File: src/rtl/shift_restorer_pkg.sv
// ============================================================================
// shift_restorer_pkg
// Shared constants for the normalizer / shift-restorer slice: default widths,
// normalizer count constants and the restorer FSM state encoding.
// Revision: 1.0
// ============================================================================
`default_nettype none

package shift_restorer_pkg;

  // Default parameter values of the restorer
  localparam int DEF_N     = 16;
  localparam int DEF_M     = 3;
  localparam int DEF_OUT_W = 32;

  // Normalizer count field: M+1 bits, largest representable shift
  localparam int NORM_CNT_W     = DEF_M + 1;
  localparam int NORM_MAX_SHIFT = (1 << NORM_CNT_W) - 1;

  // Restorer FSM encoding
  localparam int         STATE_W  = 2;
  localparam logic [1:0] ST_IDLE  = 2'd0;
  localparam logic [1:0] ST_SHIFT = 2'd1;
  localparam logic [1:0] ST_DONE  = 2'd2;

endpackage

`default_nettype wire

File: src/rtl/shift_restorer_counter.sv
// ============================================================================
// shift_counter
// Loadable down-counter holding the remaining shift count; zero flags the
// point where the restorer stops shifting.
// Revision: 1.0
// ============================================================================
`default_nettype none

module shift_counter #(
  parameter int W = 4
) (
  input  logic         clk,
  input  logic         rst,
  input  logic         load,
  input  logic         dec,
  input  logic [W-1:0] d,
  output logic [W-1:0] q,
  output logic         zero
);

  // Load has priority over decrement; the FSM never asserts both at once
  always_ff @(posedge clk) begin
    if (rst) begin
      q <= '0;
    end else if (load) begin
      q <= d;
    end else if (dec) begin
      q <= q - W'(1);
    end
  end

  assign zero = (q == '0);

endmodule

`default_nettype wire

File: src/rtl/shift_restorer.sv
// ============================================================================
// shift_restorer
// Restores a normalized operand to its original position by shifting it left
// one bit per cycle by the stored worthless-bit count.
// Revision: 1.0
// ============================================================================
`default_nettype none

module shift_restorer
  import shift_restorer_pkg::*;
#(
  parameter int N     = DEF_N,
  parameter int M     = DEF_M,
  parameter int OUT_W = DEF_OUT_W
) (
  input  logic             clk,
  input  logic             rst,
  input  logic             start,
  input  logic [N-1:0]     useful_in,
  input  logic [M:0]       num_worthless_in,
  output logic             busy,
  output logic             done,
  output logic [OUT_W-1:0] data_out
);

  logic [STATE_W-1:0] state;
  logic [OUT_W-1:0]   acc;
  logic [OUT_W-1:0]   useful_ext;
  logic [M:0]         cnt_q;
  logic               cnt_zero;
  logic               accept;
  logic               shift_en;

  // Operands are only taken when idle; a shift happens while count remains
  assign accept   = (state == ST_IDLE) && start;
  assign shift_en = (state == ST_SHIFT) && !cnt_zero;

  // Zero-extend the useful bits into the accumulator width (OUT_W >= N)
  always_comb begin
    useful_ext         = '0;
    useful_ext[N-1:0]  = useful_in;
  end

  // Control FSM: IDLE -> SHIFT until the count is exhausted -> DONE -> IDLE
  always_ff @(posedge clk) begin
    if (rst) begin
      state <= ST_IDLE;
    end else begin
      case (state)
        ST_IDLE:  if (start) state <= ST_SHIFT;
        ST_SHIFT: if (cnt_zero) state <= ST_DONE;
        ST_DONE:  state <= ST_IDLE;
        default:  state <= ST_IDLE;
      endcase
    end
  end

  // Shift accumulator; bits leaving the top are dropped, the result is held
  // until the next accepted request
  always_ff @(posedge clk) begin
    if (rst) begin
      acc <= '0;
    end else if (accept) begin
      acc <= useful_ext;
    end else if (shift_en) begin
      acc <= acc << 1;
    end
  end

  shift_counter #(
    .W (M + 1)
  ) u_shift_counter (
    .clk  (clk),
    .rst  (rst),
    .load (accept),
    .dec  (shift_en),
    .d    (num_worthless_in),
    .q    (cnt_q),
    .zero (cnt_zero)
  );

  assign busy     = (state != ST_IDLE);
  assign done     = (state == ST_DONE);
  assign data_out = acc;

endmodule

`default_nettype wire
File: config.mk
export PLATFORM = sky130hd
export DESIGN_NAME = shift_restorer
export DESIGN_NICKNAME = d
export VERILOG_FILES = /design/src/rtl/shift_restorer_pkg.sv /design/src/rtl/shift_restorer_counter.sv /design/src/rtl/shift_restorer.sv
export SDC_FILE = /design/constraint.sdc
export NUM_CORES = 1
export LEC_CHECK = 0
export CORE_MARGIN = 8
export CORE_UTILIZATION = 30
export CTS_BUF_LIST = sky130_fd_sc_hd__clkbuf_2
export DETAILED_ROUTE_END_ITERATION = 10
export SLEW_MARGIN = 0
export SYNTH_ARGS = -nofsm -noshare
export SYNTH_HDL_FRONTEND = slang
export SYNTH_SLANG_ARGS = --single-unit
File: constraint.sdc
create_clock -name clk -period 2 [get_ports clk]
set_input_delay 0.2 -clock clk [delete_from_list [all_inputs] [get_ports clk]]
set_output_delay 0.2 -clock clk [all_outputs]
set_load 0.02 [all_outputs]
==> impl_metrics.tcl, run 1 <==
set metrics [dict create \
    ys_types 33 \
    slew-limit-headroom 0.692 \
    r2r_slack_ns 0.25 \
    htreeDepth 2 \
    dp.final_hpwl_um 3340 \
    gr-total-overflow 0 \
    r2r-end "data_out[8]" \
    drv_cap 0 \
    area_growth_pct 37.7 \
    timing.hold.ws_ns 0.372 \
    yosysSeqAreaShare 0.430 \
    highest_layer "met4" \
    setup_violations 0 \
    synth-async-reset-ratio 0 \
    num_rows 28 \
    arrival_ns 1.66 \
    min_period_ns 1.86 \
    core_mm2 0.00582 \
    slew_violations 0 \
    rsz0062_at_grt "false" \
    crit_path_max_fanout 8 \
    cp_top_family "buffers and inverters" \
    wire_per_inst_um 14.8 \
    grt_max_degree 37 \
    drtIter0Drc 71 \
    synth_fp_nets 230 \
    wl_met2_um 2310 \
    cts_tree "done" \
    worstPathCellList "or2_2 > clkdlybuf4s50_1" \
    min_path_type "in2reg" \
    p_comb_frac 0.342 \
    p_leak_nw 0.833 \
    skew_ns 0.0190 \
    clockPowerShare 0.182 \
    drive_above_1_share 0.127 \
    yosysWarnings 0 \
    endpoint_kind "primary output" \
    crit_buf_inv 1 \
    r2r_start "u_shift_counter.q[0]" \
    fmax_mhz 538 \
    io_buffers 56 \
    p_int_mw 1.18 \
    root_buffer "clkbuf_2" \
    holdPathStages 3 \
    ant_nets 0 \
    min_to "data_out[0]" \
    wl_met3_um 251 \
    holdCritStartpoint "useful_in[0]" \
    post_cts_buffers 0 \
    drt_pass1_iterations 4 \
    grt_pass1_vias 1711 \
    m1WireLength_um 2350 \
    num-nets-final 283 \
    die_y_um 92.8 \
    numCtsBuffers 5 \
    synth_ff_type "dfxtp_1" \
    grt_usage 0.116 \
    dr_total_vias 1681 \
    ir_drop_mv 0.265 \
    antenna_found_initial 0 \
    cts.path.max_buffers 2 \
    num_antenna_cells 0 \
    totalWireLength_um 4950 \
    timing.final.crit_share 0.930 \
    critPathLaunchType "register" \
    status "complete, no violations" \
    grt_pass1_wl_um 8320 \
    worst_pin_slew_ns 0.460 \
    gp_congestion 0.744 \
    cp_slowest_cell "clkdlybuf4s50_1" \
    cts_sinks 38 \
    power.switching_mw 0.674 \
    cpPeakStageDelay_ns 0.59 \
    seq_power_share 0.476 \
    dieArea_mm2 0.00862 \
    worstPathRequired_ns 1.80 \
    swShare 0.363 \
    ys_ff_latch 38 \
    die_width_um 92.8 \
    fin_setup_tns_ns 0 \
    syn_area_per_cell_um2 8.59 \
    hold_viol_final 0 \
    worst_r2r_path_depth 5 \
    synth-edff-count 0 \
    path_clk_slew_ns 0.18 \
    path_class "reg2out" \
    drc 0 \
    power_density_mw_per_mm2 762 \
    syn_area_mm2 0.00177 \
    io_pins 57 \
    routed_via_density 5.02 \
    clock_latency_ns 0.38 \
    syn_inst 206 \
    initial_utilization 0.304 \
]
per-stage QoR:
stage          total power [mW]  setup slack, ns  area [µm²]   util  std cells
3_3_place_gp               1.54            0.217        2400  0.412        327
2_1_floorplan              1.29            0.428        1770      -        206
3_5_place_dp               1.54            0.197        2400  0.412        327
4_1_cts                    1.89           0.0562        2440  0.419        335
6_report                   1.86            0.140        2440  0.419        335
5_1_grt                    1.97           0.0460        2440  0.419        335
metal layers:
layer  up-vias  GRT usage
li1        851          -
met1       791      0.138
met2        35      0.191
met3         4     0.0380
met4         0     0.0403
met5         -          0
synthesized netlist by cell type (2+ instances only):
master,instances,area (µm²)
a2111oi_0,6,52.6
a2111oi_2,9,135
a21oi_1,18,90.1
buf_2,10,50.1
buf_6,3,33.8
clkbuf_1,5,18.8
dfxtp_1,38,761
inv_1,4,15.0
nand2_1,3,11.3
nand3_1,18,90.1
nor2_1,34,128
nor3_1,16,80.1
nor3b_4,2,37.5
o211ai_1,3,22.5
o21ai_0,12,60.1
o21ai_1,6,30.0
or3_1,2,12.5
or3b_1,2,17.5
kinds of logic (layout without fill, tap and decap cells):
family | count (synthesis) | in the layout | synth area share
adders and majority gates | 1 | 1 | 0.00707
DFF | 38 | 38 | 0.430
and+or+nand+nor | 83 | 83 | 0.237
buffers and inverters | 24 | 78 | 0.0728
AOI/OAI and AO/OA | 60 | 60 | 0.253
final cells by class:
| class | instances | area, µm² |
|---|---|---|
| clock buffers | 6 | 30.0 |
| repair buffers | 66 | 648 |
| well taps | 75 | 93.8 |
| multi-input cells | 144 | 881 |
| fillers | 614 | 3380 |
| clock inverters | 2 | 8.76 |
| flip-flops and latches | 38 | 762 |
| inverters | 4 | 15.0 |
worst max path at each step:
stage	start	to	cells after the start
global route	state[0]	busy	2
floorplan	u_shift_counter.q[0]	u_shift_counter.q[1]	7
global placement	start	data_out[5]	5
detailed placement	start	data_out[7]	5
finish	state[0]	busy	2
CTS	state[1]	done	2
cell usage in the layout (no fill, tap or decap), types with 2 or more instances in the layout:
master	n
nand2_1	3
inv_1	4
or3b_1	2
nor3_1	16
o21ai_0	12
dfxtp_1	37
clkdlybuf4s50_1	56
clkbuf_2	6
nand3_1	18
a21oi_1	18
or3_1	2
o21ai_1	6
a2111oi_0	6
o211ai_1	3
buf_4	9
nor2_1	34
a2111oi_2	9
nor3b_4	2
power by group through the flow:
stage          registers, mW  logic, mW  clock network, mW
2_1_floorplan          0.943      0.350                  0
3_3_place_gp           0.900      0.636                  0
3_5_place_dp           0.900      0.639                  0
4_1_cts                0.886      0.642              0.362
5_1_grt                0.896      0.687              0.383
6_report               0.884      0.636              0.338
sequential cells by signal, summed over array words and instances, names as in the netlist:
register           count
data_out              32
u_shift_counter.q      4
state                  2
worst reg2reg max path, delay by kind of cell (launching register included):
kind / cells / cell delay, ns
and+or+nand+nor: 2 / 0.77
AOI/OAI and AO/OA: 1 / 0.18
DFF: 1 / 0.36
buffers and inverters: 1 / 0.07
adders and majority gates: 1 / 0.24
repair_timing:
item                                    4_1_cts  5_1_grt
hold buffers                                  0        0
resized for setup                             0        1
endpoints found under the setup margin        0        2
Note: power is estimated with default switching activity, not from simulation.
==> inputs of run 2 (changes only) <==
PLACE_DENSITY = 0.67   (was not set)
==> run 2 against run 1 <==
Effect of this change: utilization rose by 0.065 points; final cell count rose by 0.60%; sequential power barely moved; register-to-register slack got worse by 0.03 ns; count of clock-buffer cells in the layout did not move; global-route usage rose by 0.097 points; sequential share of layout area barely moved; worst hold slack got worse by 0.030 ns; critical path depth did not move; critical path type unchanged; largest cell class unchanged.
==> impl_metrics.tcl, run 2 (synthesis gave the netlist of run 1 again) <==
set metrics [dict create \
    worst_pin_slew_ns 0.443 \
    num-nets-final 285 \
    drv_cap 0 \
    dieArea_mm2 0.00862 \
    slew_violations 0 \
    totalWireLength_um 5060 \
    numCtsBuffers 5 \
    rsz0062_at_grt "false" \
    finalPower_mw 1.85 \
    cts_tree "done" \
    grt_pass1_vias 1757 \
    path_class "reg2out" \
    hold_viol_final 0 \
    power_density_mw_per_mm2 759 \
    grt_pass1_wl_um 8320 \
    wire_per_inst_um 15.0 \
    num_antenna_cells 0 \
    io_buffers 56 \
    grt_max_degree 23 \
    slew-limit-headroom 0.704 \
    gp_congestion 0.803 \
    drc 0 \
    placed_cells 329 \
    min_path_type "in2reg" \
    die_width_um 92.8 \
    drive_above_1_share 0.137 \
    routed_via_density 5.09 \
    drt_pass1_iterations 5 \
    final_common_cell "clkdlybuf4s50_1" \
    hold_buffers 0 \
    drtIter0Drc 108 \
    placed_area_mm2 0.00240 \
    ir_drop_mv 0.286 \
    dp.final_hpwl_um 3470 \
    num_rows 28 \
    cts_sinks 38 \
    worstPathRequired_ns 1.80 \
    clock_latency_ns 0.38 \
    initial_utilization 0.304 \
    critPathLaunchType "register" \
    fin_setup_tns_ns 0 \
    die_y_um 92.8 \
    crit_path_max_fanout 9 \
    gr-total-overflow 0 \
    skew_ns 0.0120 \
    ant_nets 0 \
    area_growth_pct 38.0 \
    largest_reg_flops 32 \
    setup_violations 0 \
    arrival_ns 1.63 \
    p_leak_nw 0.838 \
    final_cell_mix "clkdlybuf4s50_1 (56), dfxtp_1 (36), nor2_1 (34), a21oi_1 (18), nand3_1 (18)" \
    cts.path.max_buffers 2 \
    path_clk_slew_ns 0.19 \
    root_buffer "clkbuf_2" \
    io_pins 57 \
    endpoint_kind "primary output" \
    postLayoutCoreUtil 0.420 \
    htreeDepth 2 \
    final_cells 337 \
    timing.final.crit_share 0.917 \
    dr_total_vias 1717 \
    core_mm2 0.00582 \
    min_period_ns 1.83 \
    status "complete, no violations" \
    grt_usage 0.117 \
    fmax_mhz 545 \
    design_area_mm2 0.00244 \
    antenna_found_initial 0 \
]
-- run 2: changes by cell type in the layout (fill, tap and decap cells not counted) --
cell	delta
dfxtp_1	-1
buf_4	+3
dfxtp_2	+1
buf_12	-1
-- run 2: through the flow --
stage	hold slack [ns]	worst slack, ns
3_5_place_dp	0.468	0.246
5_1_grt	0.322	0.0352
2_1_floorplan	0.283	0.428
3_3_place_gp	0.464	0.291
4_1_cts	0.319	0.0596
6_report	0.342	0.165
-- run 2: final cells by class --
type	count	area (µm²)
inverters	4	15.0
fillers	629	3370
flip-flops and latches	38	763
well taps	75	93.8
clock inverters	2	8.76
multi-input cells	144	881
repair buffers	68	651
clock buffers	6	30.0
-- run 2: path summary, 6_finish.rpt --
path | from | endpoint | slack, ns | depth (start not counted)
worst max register to register | u_shift_counter.q[0] | data_out[9] | 0.22 | 5
worst min register to register | data_out[30] | data_out[31] | 0.48 | 2
worst min-delay path | useful_in[0] | data_out[0] | 0.34 | 3
worst max-delay path | state[1] | busy | 0.17 | 2
-- run 2: repair_timing --
action,in CTS,in global routing
resized for setup,0,2
setup endpoints to repair,0,2
buffers inserted,0,0
-- run 2: where the power goes --
group	internal (mW)	leakage, nW	switching (mW)	total, mW
Combinational	0.277	0.496	0.360	0.637
Clock	0.0861	0.0304	0.248	0.334
Sequential	0.822	0.312	0.0615	0.883
Total	1.18	0.838	0.669	1.85
-- run 2: metal layers --
| layer | GRT usage | vias up | share of wire |
|---|---|---|---|
| li1 | - | 858 | - |
| met1 | 0.137 | 812 | 0.46 |
| met5 | 0 | - | 0 |
| met3 | 0.0437 | 4 | 0.066 |
| met4 | 0.0376 | 0 | 0.0071 |
| met2 | 0.192 | 43 | 0.47 |
-- run 2: critical path, stage by stage, from the launching register on --
cell	delay, ns
dfxtp_2	0.41
or2_2	0.30
clkdlybuf4s50_1	0.54
